`src/rtl/msx_ram_arbiter_if.sv`:
```
// rtl/msx_ram_arbiter_if.sv - requester, memory-port and status signals of the MSX RAM arbiter
interface msx_ram_arbiter_if #(
    parameter int ADDR_W = 27
);
    logic              dl_req;
    logic [ADDR_W-1:0] dl_addr;
    logic [7:0]        dl_data;
    logic              dl_ack;

    logic              cpu_req;
    logic [ADDR_W-1:0] cpu_addr;
    logic [7:0]        cpu_din;
    logic              cpu_rnw;
    logic              cpu_ack;
    logic [7:0]        cpu_rdata;
    logic              cpu_wait_n;

    logic              sr_req;
    logic [ADDR_W-1:0] sr_addr;
    logic [7:0]        sr_din;
    logic              sr_rnw;
    logic              sr_ack;
    logic [7:0]        sr_rdata;

    logic              mem_ce;
    logic [ADDR_W-1:0] mem_addr;
    logic [7:0]        mem_din;
    logic              mem_rnw;
    logic [7:0]        mem_dout;
    logic              mem_done;

    logic              timeout_err;

    modport slave (
        input  dl_req, dl_addr, dl_data,
        input  cpu_req, cpu_addr, cpu_din, cpu_rnw,
        input  sr_req, sr_addr, sr_din, sr_rnw,
        input  mem_dout, mem_done,
        output dl_ack, cpu_ack, cpu_rdata, cpu_wait_n, sr_ack, sr_rdata,
        output mem_ce, mem_addr, mem_din, mem_rnw, timeout_err
    );

    modport master (
        output dl_req, dl_addr, dl_data,
        output cpu_req, cpu_addr, cpu_din, cpu_rnw,
        output sr_req, sr_addr, sr_din, sr_rnw,
        output mem_dout, mem_done,
        input  dl_ack, cpu_ack, cpu_rdata, cpu_wait_n, sr_ack, sr_rdata,
        input  mem_ce, mem_addr, mem_din, mem_rnw, timeout_err
    );
endinterface

```
`src/rtl/msx_ram_arbiter.sv`:
```
// rtl/msx_ram_arbiter.sv - one-transfer-at-a-time arbiter of the external RAM port for download, CPU and SRAM engine
module msx_ram_arbiter #(
    parameter int ADDR_W       = 27,
    parameter int STARVE_LIMIT = 64,
    parameter int TIMEOUT      = 255
) (
    input  logic             clk21m,
    input  logic             reset,
    msx_ram_arbiter_if.slave bus
);
    localparam int            SW         = $clog2(STARVE_LIMIT + 1);
    localparam logic [SW-1:0] STARVE_MAX = SW'(STARVE_LIMIT);
    localparam logic [SW-1:0] STARVE_ONE = SW'(1);
    localparam logic [7:0]    TMO_LAST   = 8'(TIMEOUT - 1);

    typedef enum logic [1:0] {S_IDLE, S_ISSUE, S_DONE} state_t;
    typedef enum logic [1:0] {OWN_DL, OWN_CPU, OWN_SR} owner_t;

    state_t            r_state, w_state_nxt;
    owner_t            r_owner, w_grant_own;
    logic              w_grant, w_done, w_abort;
    logic [ADDR_W-1:0] w_grant_addr;
    logic [7:0]        w_grant_din;
    logic              w_grant_rnw;
    logic [7:0]        w_rd_val;

    logic              r_mem_ce, r_mem_rnw;
    logic [ADDR_W-1:0] r_mem_addr;
    logic [7:0]        r_mem_din;
    logic              r_dl_ack, r_cpu_ack, r_sr_ack;
    logic [7:0]        r_cpu_rdata, r_sr_rdata;
    logic              r_timeout_err;
    logic [SW-1:0]     r_starve;
    logic [7:0]        r_tmo;

    always_ff @(posedge clk21m) begin
        if (reset) r_state <= S_IDLE;
        else       r_state <= w_state_nxt;
    end

    always_comb begin
        w_state_nxt = r_state;
        w_grant     = 1'b0;
        w_grant_own = OWN_DL;
        w_done      = 1'b0;
        w_abort     = 1'b0;
        case (r_state)
            S_IDLE: begin
                // A starved SRAM engine jumps ahead of the CPU but never ahead of a download.
                if (bus.dl_req) begin
                    w_grant = 1'b1; w_grant_own = OWN_DL;
                end else if (bus.sr_req && (r_starve >= STARVE_MAX)) begin
                    w_grant = 1'b1; w_grant_own = OWN_SR;
                end else if (bus.cpu_req) begin
                    w_grant = 1'b1; w_grant_own = OWN_CPU;
                end else if (bus.sr_req) begin
                    w_grant = 1'b1; w_grant_own = OWN_SR;
                end
                if (w_grant) w_state_nxt = S_ISSUE;
            end
            S_ISSUE: begin
                if (bus.mem_done) begin
                    w_done = 1'b1; w_state_nxt = S_DONE;
                end else if (r_tmo == TMO_LAST) begin
                    w_abort = 1'b1; w_state_nxt = S_DONE;
                end
            end
            S_DONE:  w_state_nxt = S_IDLE;
            default: w_state_nxt = S_IDLE;
        endcase
    end

    always_comb begin
        w_grant_addr = bus.dl_addr;
        w_grant_din  = bus.dl_data;
        w_grant_rnw  = 1'b0;
        case (w_grant_own)
            OWN_CPU: begin
                w_grant_addr = bus.cpu_addr; w_grant_din = bus.cpu_din; w_grant_rnw = bus.cpu_rnw;
            end
            OWN_SR: begin
                w_grant_addr = bus.sr_addr; w_grant_din = bus.sr_din; w_grant_rnw = bus.sr_rnw;
            end
            default: ;
        endcase
    end

    assign w_rd_val = w_done ? bus.mem_dout : 8'hFF;

    always_ff @(posedge clk21m) begin
        if (reset) begin
            r_owner       <= OWN_DL;
            r_mem_ce      <= 1'b0;
            r_mem_addr    <= '0;
            r_mem_din     <= '0;
            r_mem_rnw     <= 1'b1;
            r_dl_ack      <= 1'b0;
            r_cpu_ack     <= 1'b0;
            r_sr_ack      <= 1'b0;
            r_cpu_rdata   <= 8'hFF;
            r_sr_rdata    <= 8'hFF;
            r_timeout_err <= 1'b0;
            r_starve      <= '0;
            r_tmo         <= '0;
        end else begin
            r_dl_ack  <= 1'b0;
            r_cpu_ack <= 1'b0;
            r_sr_ack  <= 1'b0;
            if (w_grant) begin
                r_owner    <= w_grant_own;
                r_mem_addr <= w_grant_addr;
                r_mem_din  <= w_grant_din;
                r_mem_rnw  <= w_grant_rnw;
                r_mem_ce   <= 1'b1;
                r_tmo      <= '0;
            end else if (r_state == S_ISSUE) begin
                r_tmo <= r_tmo + 8'd1;
            end
            // Completion and abort share one path: the ack lands in the DONE cycle either way.
            if (w_done || w_abort) begin
                r_mem_ce <= 1'b0;
                case (r_owner)
                    OWN_DL:  r_dl_ack <= 1'b1;
                    OWN_CPU: begin
                        r_cpu_ack <= 1'b1;
                        if (r_mem_rnw) r_cpu_rdata <= w_rd_val;
                    end
                    OWN_SR: begin
                        r_sr_ack <= 1'b1;
                        if (r_mem_rnw) r_sr_rdata <= w_rd_val;
                    end
                    default: ;
                endcase
            end
            if (w_abort) r_timeout_err <= 1'b1;
            if (!bus.sr_req || (w_grant && (w_grant_own == OWN_SR))) begin
                r_starve <= '0;
            end else if (!((r_state != S_IDLE) && (r_owner == OWN_SR)) && (r_starve != STARVE_MAX)) begin
                r_starve <= r_starve + STARVE_ONE;
            end
        end
    end

    assign bus.mem_ce      = r_mem_ce;
    assign bus.mem_addr    = r_mem_addr;
    assign bus.mem_din     = r_mem_din;
    assign bus.mem_rnw     = r_mem_rnw;
    assign bus.dl_ack      = r_dl_ack;
    assign bus.cpu_ack     = r_cpu_ack;
    assign bus.sr_ack      = r_sr_ack;
    assign bus.cpu_rdata   = r_cpu_rdata;
    assign bus.sr_rdata    = r_sr_rdata;
    assign bus.timeout_err = r_timeout_err;
    assign bus.cpu_wait_n  = ~(bus.cpu_req & ~r_cpu_ack);
endmodule

```
`src/flat_wrapper.sv`:
```
// flat-port wrapper written by rule: the top's interface ports become plain ports
module msx_ram_arbiter_flat 
#(
    parameter int ADDR_W       = 27,
    parameter int STARVE_LIMIT = 64,
    parameter int TIMEOUT      = 255
)
  (clk21m, reset, bus_dl_req, bus_dl_addr, bus_dl_data, bus_cpu_req, bus_cpu_addr, bus_cpu_din, bus_cpu_rnw, bus_sr_req, bus_sr_addr, bus_sr_din, bus_sr_rnw, bus_mem_dout, bus_mem_done, bus_dl_ack, bus_cpu_ack, bus_cpu_rdata, bus_cpu_wait_n, bus_sr_ack, bus_sr_rdata, bus_mem_ce, bus_mem_addr, bus_mem_din, bus_mem_rnw, bus_timeout_err);
  msx_ram_arbiter_if #(.ADDR_W(ADDR_W)) bus_i ();
  input  logic clk21m;
  input  logic reset;
  input wire logic [$bits(bus_i.dl_req)-1:0] bus_dl_req;
  input wire logic [$bits(bus_i.dl_addr)-1:0] bus_dl_addr;
  input wire logic [$bits(bus_i.dl_data)-1:0] bus_dl_data;
  input wire logic [$bits(bus_i.cpu_req)-1:0] bus_cpu_req;
  input wire logic [$bits(bus_i.cpu_addr)-1:0] bus_cpu_addr;
  input wire logic [$bits(bus_i.cpu_din)-1:0] bus_cpu_din;
  input wire logic [$bits(bus_i.cpu_rnw)-1:0] bus_cpu_rnw;
  input wire logic [$bits(bus_i.sr_req)-1:0] bus_sr_req;
  input wire logic [$bits(bus_i.sr_addr)-1:0] bus_sr_addr;
  input wire logic [$bits(bus_i.sr_din)-1:0] bus_sr_din;
  input wire logic [$bits(bus_i.sr_rnw)-1:0] bus_sr_rnw;
  input wire logic [$bits(bus_i.mem_dout)-1:0] bus_mem_dout;
  input wire logic [$bits(bus_i.mem_done)-1:0] bus_mem_done;
  output wire logic [$bits(bus_i.dl_ack)-1:0] bus_dl_ack;
  output wire logic [$bits(bus_i.cpu_ack)-1:0] bus_cpu_ack;
  output wire logic [$bits(bus_i.cpu_rdata)-1:0] bus_cpu_rdata;
  output wire logic [$bits(bus_i.cpu_wait_n)-1:0] bus_cpu_wait_n;
  output wire logic [$bits(bus_i.sr_ack)-1:0] bus_sr_ack;
  output wire logic [$bits(bus_i.sr_rdata)-1:0] bus_sr_rdata;
  output wire logic [$bits(bus_i.mem_ce)-1:0] bus_mem_ce;
  output wire logic [$bits(bus_i.mem_addr)-1:0] bus_mem_addr;
  output wire logic [$bits(bus_i.mem_din)-1:0] bus_mem_din;
  output wire logic [$bits(bus_i.mem_rnw)-1:0] bus_mem_rnw;
  output wire logic [$bits(bus_i.timeout_err)-1:0] bus_timeout_err;
  assign bus_i.dl_req = bus_dl_req;
  assign bus_i.dl_addr = bus_dl_addr;
  assign bus_i.dl_data = bus_dl_data;
  assign bus_i.cpu_req = bus_cpu_req;
  assign bus_i.cpu_addr = bus_cpu_addr;
  assign bus_i.cpu_din = bus_cpu_din;
  assign bus_i.cpu_rnw = bus_cpu_rnw;
  assign bus_i.sr_req = bus_sr_req;
  assign bus_i.sr_addr = bus_sr_addr;
  assign bus_i.sr_din = bus_sr_din;
  assign bus_i.sr_rnw = bus_sr_rnw;
  assign bus_i.mem_dout = bus_mem_dout;
  assign bus_i.mem_done = bus_mem_done;
  assign bus_dl_ack = bus_i.dl_ack;
  assign bus_cpu_ack = bus_i.cpu_ack;
  assign bus_cpu_rdata = bus_i.cpu_rdata;
  assign bus_cpu_wait_n = bus_i.cpu_wait_n;
  assign bus_sr_ack = bus_i.sr_ack;
  assign bus_sr_rdata = bus_i.sr_rdata;
  assign bus_mem_ce = bus_i.mem_ce;
  assign bus_mem_addr = bus_i.mem_addr;
  assign bus_mem_din = bus_i.mem_din;
  assign bus_mem_rnw = bus_i.mem_rnw;
  assign bus_timeout_err = bus_i.timeout_err;
  msx_ram_arbiter #(.ADDR_W(ADDR_W), .STARVE_LIMIT(STARVE_LIMIT), .TIMEOUT(TIMEOUT)) u_core (.clk21m(clk21m), .reset(reset), .bus(bus_i));
endmodule
```
`config.mk`:
```
export PLATFORM = sky130hd
export DESIGN_NAME = msx_ram_arbiter_flat
export DESIGN_NICKNAME = d
export VERILOG_FILES = /design/src/rtl/msx_ram_arbiter_if.sv /design/src/rtl/msx_ram_arbiter.sv /design/src/flat_wrapper.sv
export SDC_FILE = /design/constraint.sdc
export NUM_CORES = 1
export LEC_CHECK = 0
export BUFFER_PORTS_ARGS = -buffer_cell sky130_fd_sc_hd__buf_2
export CAP_MARGIN = 0
export CORE_MARGIN = 2
export CORE_UTILIZATION = 49
export CTS_BUF_LIST = sky130_fd_sc_hd__clkbuf_16
export DETAILED_ROUTE_END_ITERATION = 16
export PLACE_DENSITY = 0.85
export SKIP_CTS_REPAIR_TIMING = 1
export SYNTH_ARGS = -nofsm -noshare
export SYNTH_HDL_FRONTEND = slang
export SYNTH_SLANG_ARGS = --single-unit
```
`constraint.sdc`:
```
create_clock -name clk21m -period 5.6 [get_ports clk21m]
set_input_delay 1.12 -clock clk21m [delete_from_list [all_inputs] [get_ports clk21m]]
set_output_delay 1.12 -clock clk21m [all_outputs]
set_load 0.02 [all_outputs]
```
After elaboration in Yosys (flattened, before gate mapping)

Cells that the tools add are included.

Register bits after elaboration: 76
Bits in latches: 0
RAM bits: 0
Bits in read-only memories: 0
Input port bits: 121
Output and inout port bits: 58
Logic and storage cells: 75
Memories kept: 0

Add/sub/neg operators: 2
Multiply operators: 0
Divide/modulo/power cells: 0
Magnitude comparators: 1
Equal/unequal tests: 9
Shift operators: 0
Mux-type cells: 27
Bitwise gates (word level): 4
Reductions and logical operators: 18

Operator list:

| operator                                              | number |
|---|---|
| case mux 27 bit (2 select lines)                      | 1 |
| two-way mux 2 bit                                     | 8 |
| case mux 8 bit (2 select lines)                       | 1 |
| two-way mux 1 bit                                     | 14 |
| adder 8 x 1 -> 8 bit, second input constant           | 1 |
| equality test 8 bit, second input constant            | 1 |
| two-way mux 8 bit                                     | 1 |
| OR reduction 2 bit                                    | 4 |
| adder 7 x 1 -> 7 bit, second input constant           | 1 |
| >= comparator 7 bit, second input constant            | 1 |
| inequality test 7 bit, second input constant          | 1 |
| equality test 2 x 1 -> 1 bit, second input constant   | 3 |
| AND reduction 3 bit                                   | 2 |
| equality test 2 bit, second input constant            | 2 |
| logical AND 1 bit                                     | 4 |
| logical NOT 2 bit                                     | 2 |
| case mux 2 bit (2 select lines)                       | 1 |
| inequality test 3 x 2 -> 1 bit, second input constant | 1 |
| inverter 1 bit                                        | 3 |
| logical NOT 1 bit                                     | 2 |
| logical OR 1 bit                                      | 2 |
| inequality test 2 bit, second input constant          | 1 |
| case mux 1 bit (2 select lines)                       | 1 |
| AND reduction 2 bit                                   | 1 |
| 2 further kinds                                       | 2 |

Depth between registers and ports, before layout

Depth in word-level cells: 9
Gate-level depth with buffers: 12
Depth with buffers taken out: 9

Worst setup path after synthesis

OpenSTA, ideal clock, no wires.

Kind: input to register
Start point: input port bus_dl_req
End point: register u_core.r_mem_addr[10] (netlist: u_core.bus.mem_addr[10])
Library setup time: 0.070 ns
Arrival time: 2.535 ns
Required time: 5.530 ns
Setup slack: 2.994 ns
Stages: 10
Path buffers: 2
Cell sequence: nor2_1 > nand3_1 > inv_1 > ha_1 > clkbuf_1 > clkbuf_1 > a22oi_1 > o21ai_0 > nand2_1 > a21oi_1

Word-level cells in the longest chain between the ends: 4
Elaborated cells on any way between the ends: 8
Those cells by class: eq/ne: 2; mux: 6

RTL lines:

| what                                                                | RTL line               | RTL |
|---|---|---|
| from (decl)                                                         | flat_wrapper.sv:12     | `input wire logic [$bits(bus_i.dl_req)-1:0] bus_dl_req;` |
| two-way mux 2 bit (*)                                               | msx_ram_arbiter.sv:50  | `if (bus.dl_req) begin` |
| two-way mux 2 bit (*)                                               | msx_ram_arbiter.sv:47  | `case (r_state)` |
| net u_core.w_grant_own[1]                                           | msx_ram_arbiter.sv:20  | `owner_t r_owner, w_grant_own;` |
| equality test 2 bit or equality test 2 x 1 -> 1 bit (tied branches) | msx_ram_arbiter.sv:77  | `case (w_grant_own)` |
| case mux 27 bit (2 select lines) (*)                                | msx_ram_arbiter.sv:77  |  |
| to (signal assigned)                                                | msx_ram_arbiter.sv:111 | `r_mem_addr <= w_grant_addr;` |
| to (decl)                                                           | msx_ram_arbiter.sv:28  | `logic [ADDR_W-1:0] r_mem_addr;` |

Mark *: on every way through the listed nets, which the timed path passes. The rest lies on a longest branch. The select of a mux whose other input is x is not followed.
A chain may end at the register's enable or synchronous reset.

Worst setup path in the final report

Start point: input port bus_dl_req
End point: register u_core.r_mem_addr[18] (netlist: u_core.bus.mem_addr[18])

Word-level cells in the longest chain between the ends: 4
Elaborated cells on any way between the ends: 8
Those cells by class: eq/ne: 2; mux: 6

RTL lines:

| what                                                                | RTL line |
|---|---|
| two-way mux 2 bit                                                   | msx_ram_arbiter.sv:50 |
| two-way mux 2 bit                                                   | msx_ram_arbiter.sv:47 |
| equality test 2 bit or equality test 2 x 1 -> 1 bit (tied branches) | msx_ram_arbiter.sv:77 |
| case mux 27 bit (2 select lines)                                    | msx_ram_arbiter.sv:77 |

Several ways; a longest one is shown, not always the timed one. The select of a mux whose other input is x is not followed.

==> results.cfg <==
[run_status]
status = complete, no violations

[drt]
routed_wl_um = 10100
vias = 3874
avgViaCountPerCell = 5.26
dr.pass1.iters = 4
drc = 0
drtAntennaViolNets = 0
wl_per_cell_um = 13.7
drt_iter0_drc = 149

[synthesis]
synth_cell_types = 35
yosys_register_bits = 76
syn_area_per_cell_um2 = 7.52
yosys_warnings = 0
synth_edf_count = 0
synth_cells = 478
synth-seq-area-share_pct = 42.3
synth.net_count = 605
synth_flop_cell = dfxtp_1
syn_area_um2 = 3590
synthArstFlopShare_pct = 0

[power_and_ir_drop]
vdd_drop_max_uv = 154
power.leakage_nw = 2.20
power-per-cell-area_nw_per_um2 = 292

[global_route]
grt_max_degree = 72
antenna_found_initial = 1
grt_pass1_vias = 3692
overflow = 0
grt_pass1_wl_um = 16300
grt_usage_pct = 26.0

[sta]
worst_slack_ns = 2.73
fin_setup_tns_ns = 0
finalCriticalPeriod_ns = 2.87
drv_slew = 0
max_freq_ghz = 0.349
setup_violations = 0
timing.final.crit_share_pct = 51.2
hold_viol = 0
skew_ns = 0.00795
max-slew-margin-rel_pct = 27.1
worstMarginPinSlew_ns = 1.09
rsz0062_at_grt = no

[clock_tree]
cts.path.max_buffers = 2
htreeDepth = 3
clock-sinks = 76
numCtsBuffers = 9
tritoncts = yes
clk_pin_slew_ns = 0.06
worstSkewPairLatency_ns = 0.33
clock-root-buffer = clkbuf_16

[hold_path]
hp-class = flop to flop

[floorplanning]
die_area_um2 = 8040
ios = 179
start_util_pct = 50.1
die_w_um = 89.7
core.rowCount = 31
core_um2 = 7180
die_h_um = 89.7

[critical_path]
start_kind = input pin
critPathKind = input pin to flop
critPathMaxStageDelay_ns = 1.01
crit_required_ns = 5.76
crit_chain = buf_2 > nor2_1 > nand3_1 > ha_2 > o21ai_0 > nand2_1 > a21oi_1
crit_fanout = 71
crit_slowest_cell = ha_2
crit_arrival_ns = 3.03
worst_setup_path_end_kind = flop

[layout]
multi_input_area_um2 = 1900
layout-drive-gt1-share_pct = 31.4
regArea_um2 = 1520
area_delta_synth_final_pct = 32.6
fill_cells = 622
fin_cells = 737
nets = 759

[placed_design]
numPlacedInstances = 720
dp_slack_ns = 2.42
port_buffers = 178
gp_congestion = 0.861
dp_hpwl_um = 7320

[flow_run]
maxCapViolations = 0
[power by group]
| group | internal [mW] | switching [mW] | leakage (nW) |
|---|---|---|---|
| sequential | 0.570 | 0.0179 | 0.621 |
| combinational | 0.0939 | 0.155 | 1.44 |
| clock | 0.311 | 0.245 | 0.140 |
| total | 0.975 | 0.418 | 2.20 |
[Yosys cell counts, types with 2 or more instances]
cell | instances | area, um^2
a211oi_1 | 4 | 30.0
a21oi_1 | 56 | 280
a22oi_1 | 36 | 270
buf_2 | 6 | 30.0
clkbuf_1 | 29 | 109
dfxtp_1 | 76 | 1520
ha_1 | 6 | 75.1
inv_1 | 6 | 22.5
nand2_1 | 113 | 424
nand2b_1 | 6 | 37.5
nand3_1 | 6 | 30.0
nand3b_1 | 3 | 22.5
nand4_1 | 3 | 18.8
nor2_1 | 40 | 150
nor2b_1 | 2 | 12.5
nor3_1 | 5 | 25.0
nor4_1 | 2 | 12.5
o21ai_0 | 36 | 180
o21bai_1 | 16 | 120
or3_1 | 2 | 12.5
xnor2_1 | 8 | 70.1
xor2_1 | 4 | 35.0
[area by class of cell]
type / count / share of cell area (%)
Multi-Input combinational cell: 359 / 39.9
Inverter: 6 / 0.472
Antenna cell: 1 / 0.0525
Clock inverter: 7 / 1.36
Sequential cell: 76 / 31.9
Timing Repair Buffer: 180 / 19.0
Tap cell: 99 / 2.60
Clock buffer: 9 / 4.72
[registers in the layout, summed over array words and instances (netlist names)]
name                    flops
u_core.r_owner              2
u_core.r_tmo                8
u_core.bus.mem_addr        27
u_core.bus.dl_ack           1
u_core.bus.mem_ce           1
u_core.bus.sr_ack           1
u_core.r_starve             7
u_core.bus.cpu_rdata        8
u_core.bus.cpu_ack          1
u_core.bus.mem_rnw          1
u_core.bus.mem_din          8
u_core.bus.sr_rdata         8
u_core.bus.timeout_err      1
u_core.r_state              2
[stage by stage]
| step | hold slack (ns) | cell area, um^2 | util [%] | power, mW |
|---|---|---|---|---|
| finish | 0.451 | 4770 | 66.5 | 1.39 |
| global route | 0.472 | 4770 | 66.5 | 1.46 |
| CTS | 0.451 | 4770 | 66.4 | 1.41 |
| detailed placement | 0.443 | 4480 | 62.4 | 0.849 |
| global placement | 0.441 | 4480 | 62.4 | 0.843 |
| floorplan | 0.452 | 3590 | - | 0.755 |
[placed cells by master (no fill, tap or decap), types with 6 or more instances in the layout]
master,count
xnor2_1,8
o21ai_0,36
o21bai_1,16
inv_1,6
clkbuf_16,9
a21oi_1,56
a22oi_1,36
nand2_1,113
nand3_1,6
buf_2,178
dfxtp_1,76
nor2_1,40
[cells by family after synthesis]
kind of cell               count (synthesis)  share of synthesized area (%)
xor gates and xnor gates                  12                           2.92
AOI/OAI and AO/OA                        154                           25.9
buffers and inverters                     43                           4.91
adders and majority gates                  6                           2.09
and+or+nand+nor                          186                           21.6
muxes                                      1                          0.278
DFF                                       76                           42.3
[final timing paths]
path / start / slack (ns) / cells after the start / to
worst max-delay path: bus_dl_req / 2.73 / 7 / u_core.bus.mem_addr[18]$_SDFFE_PP0P_
worst min-delay path: u_core.bus.mem_addr[25]$_SDFFE_PP0P_ / 0.45 / 2 / u_core.bus.mem_addr[25]$_SDFFE_PP0P_
worst max register to register: u_core.r_state[0]$_SDFFE_PP0P_ / 2.92 / 7 / u_core.bus.mem_addr[18]$_SDFFE_PP0P_
worst min register to register: u_core.bus.mem_addr[25]$_SDFFE_PP0P_ / 0.45 / 2 / u_core.bus.mem_addr[25]$_SDFFE_PP0P_
[layer usage]
metal	global-route usage (%)	part of all wire [%]	vias up	routed length [um]
li1	-	-	1956	-
met1	30.1	41	1744	4180
met2	43.8	48	152	4900
met3	8.32	7.6	22	768
met4	11.9	2.6	0	263
met5	0	0	-	0
[critical path: cells and delay by family]
| kind | cells | cell delay, ns |
|---|---|---|
| compound gates | 2 | 0.34 |
| buf+inv | 1 | 0.10 |
| fa+ha+maj | 1 | 1.01 |
| simple gates | 3 | 0.41 |
Power figures use the tool's default switching activity.
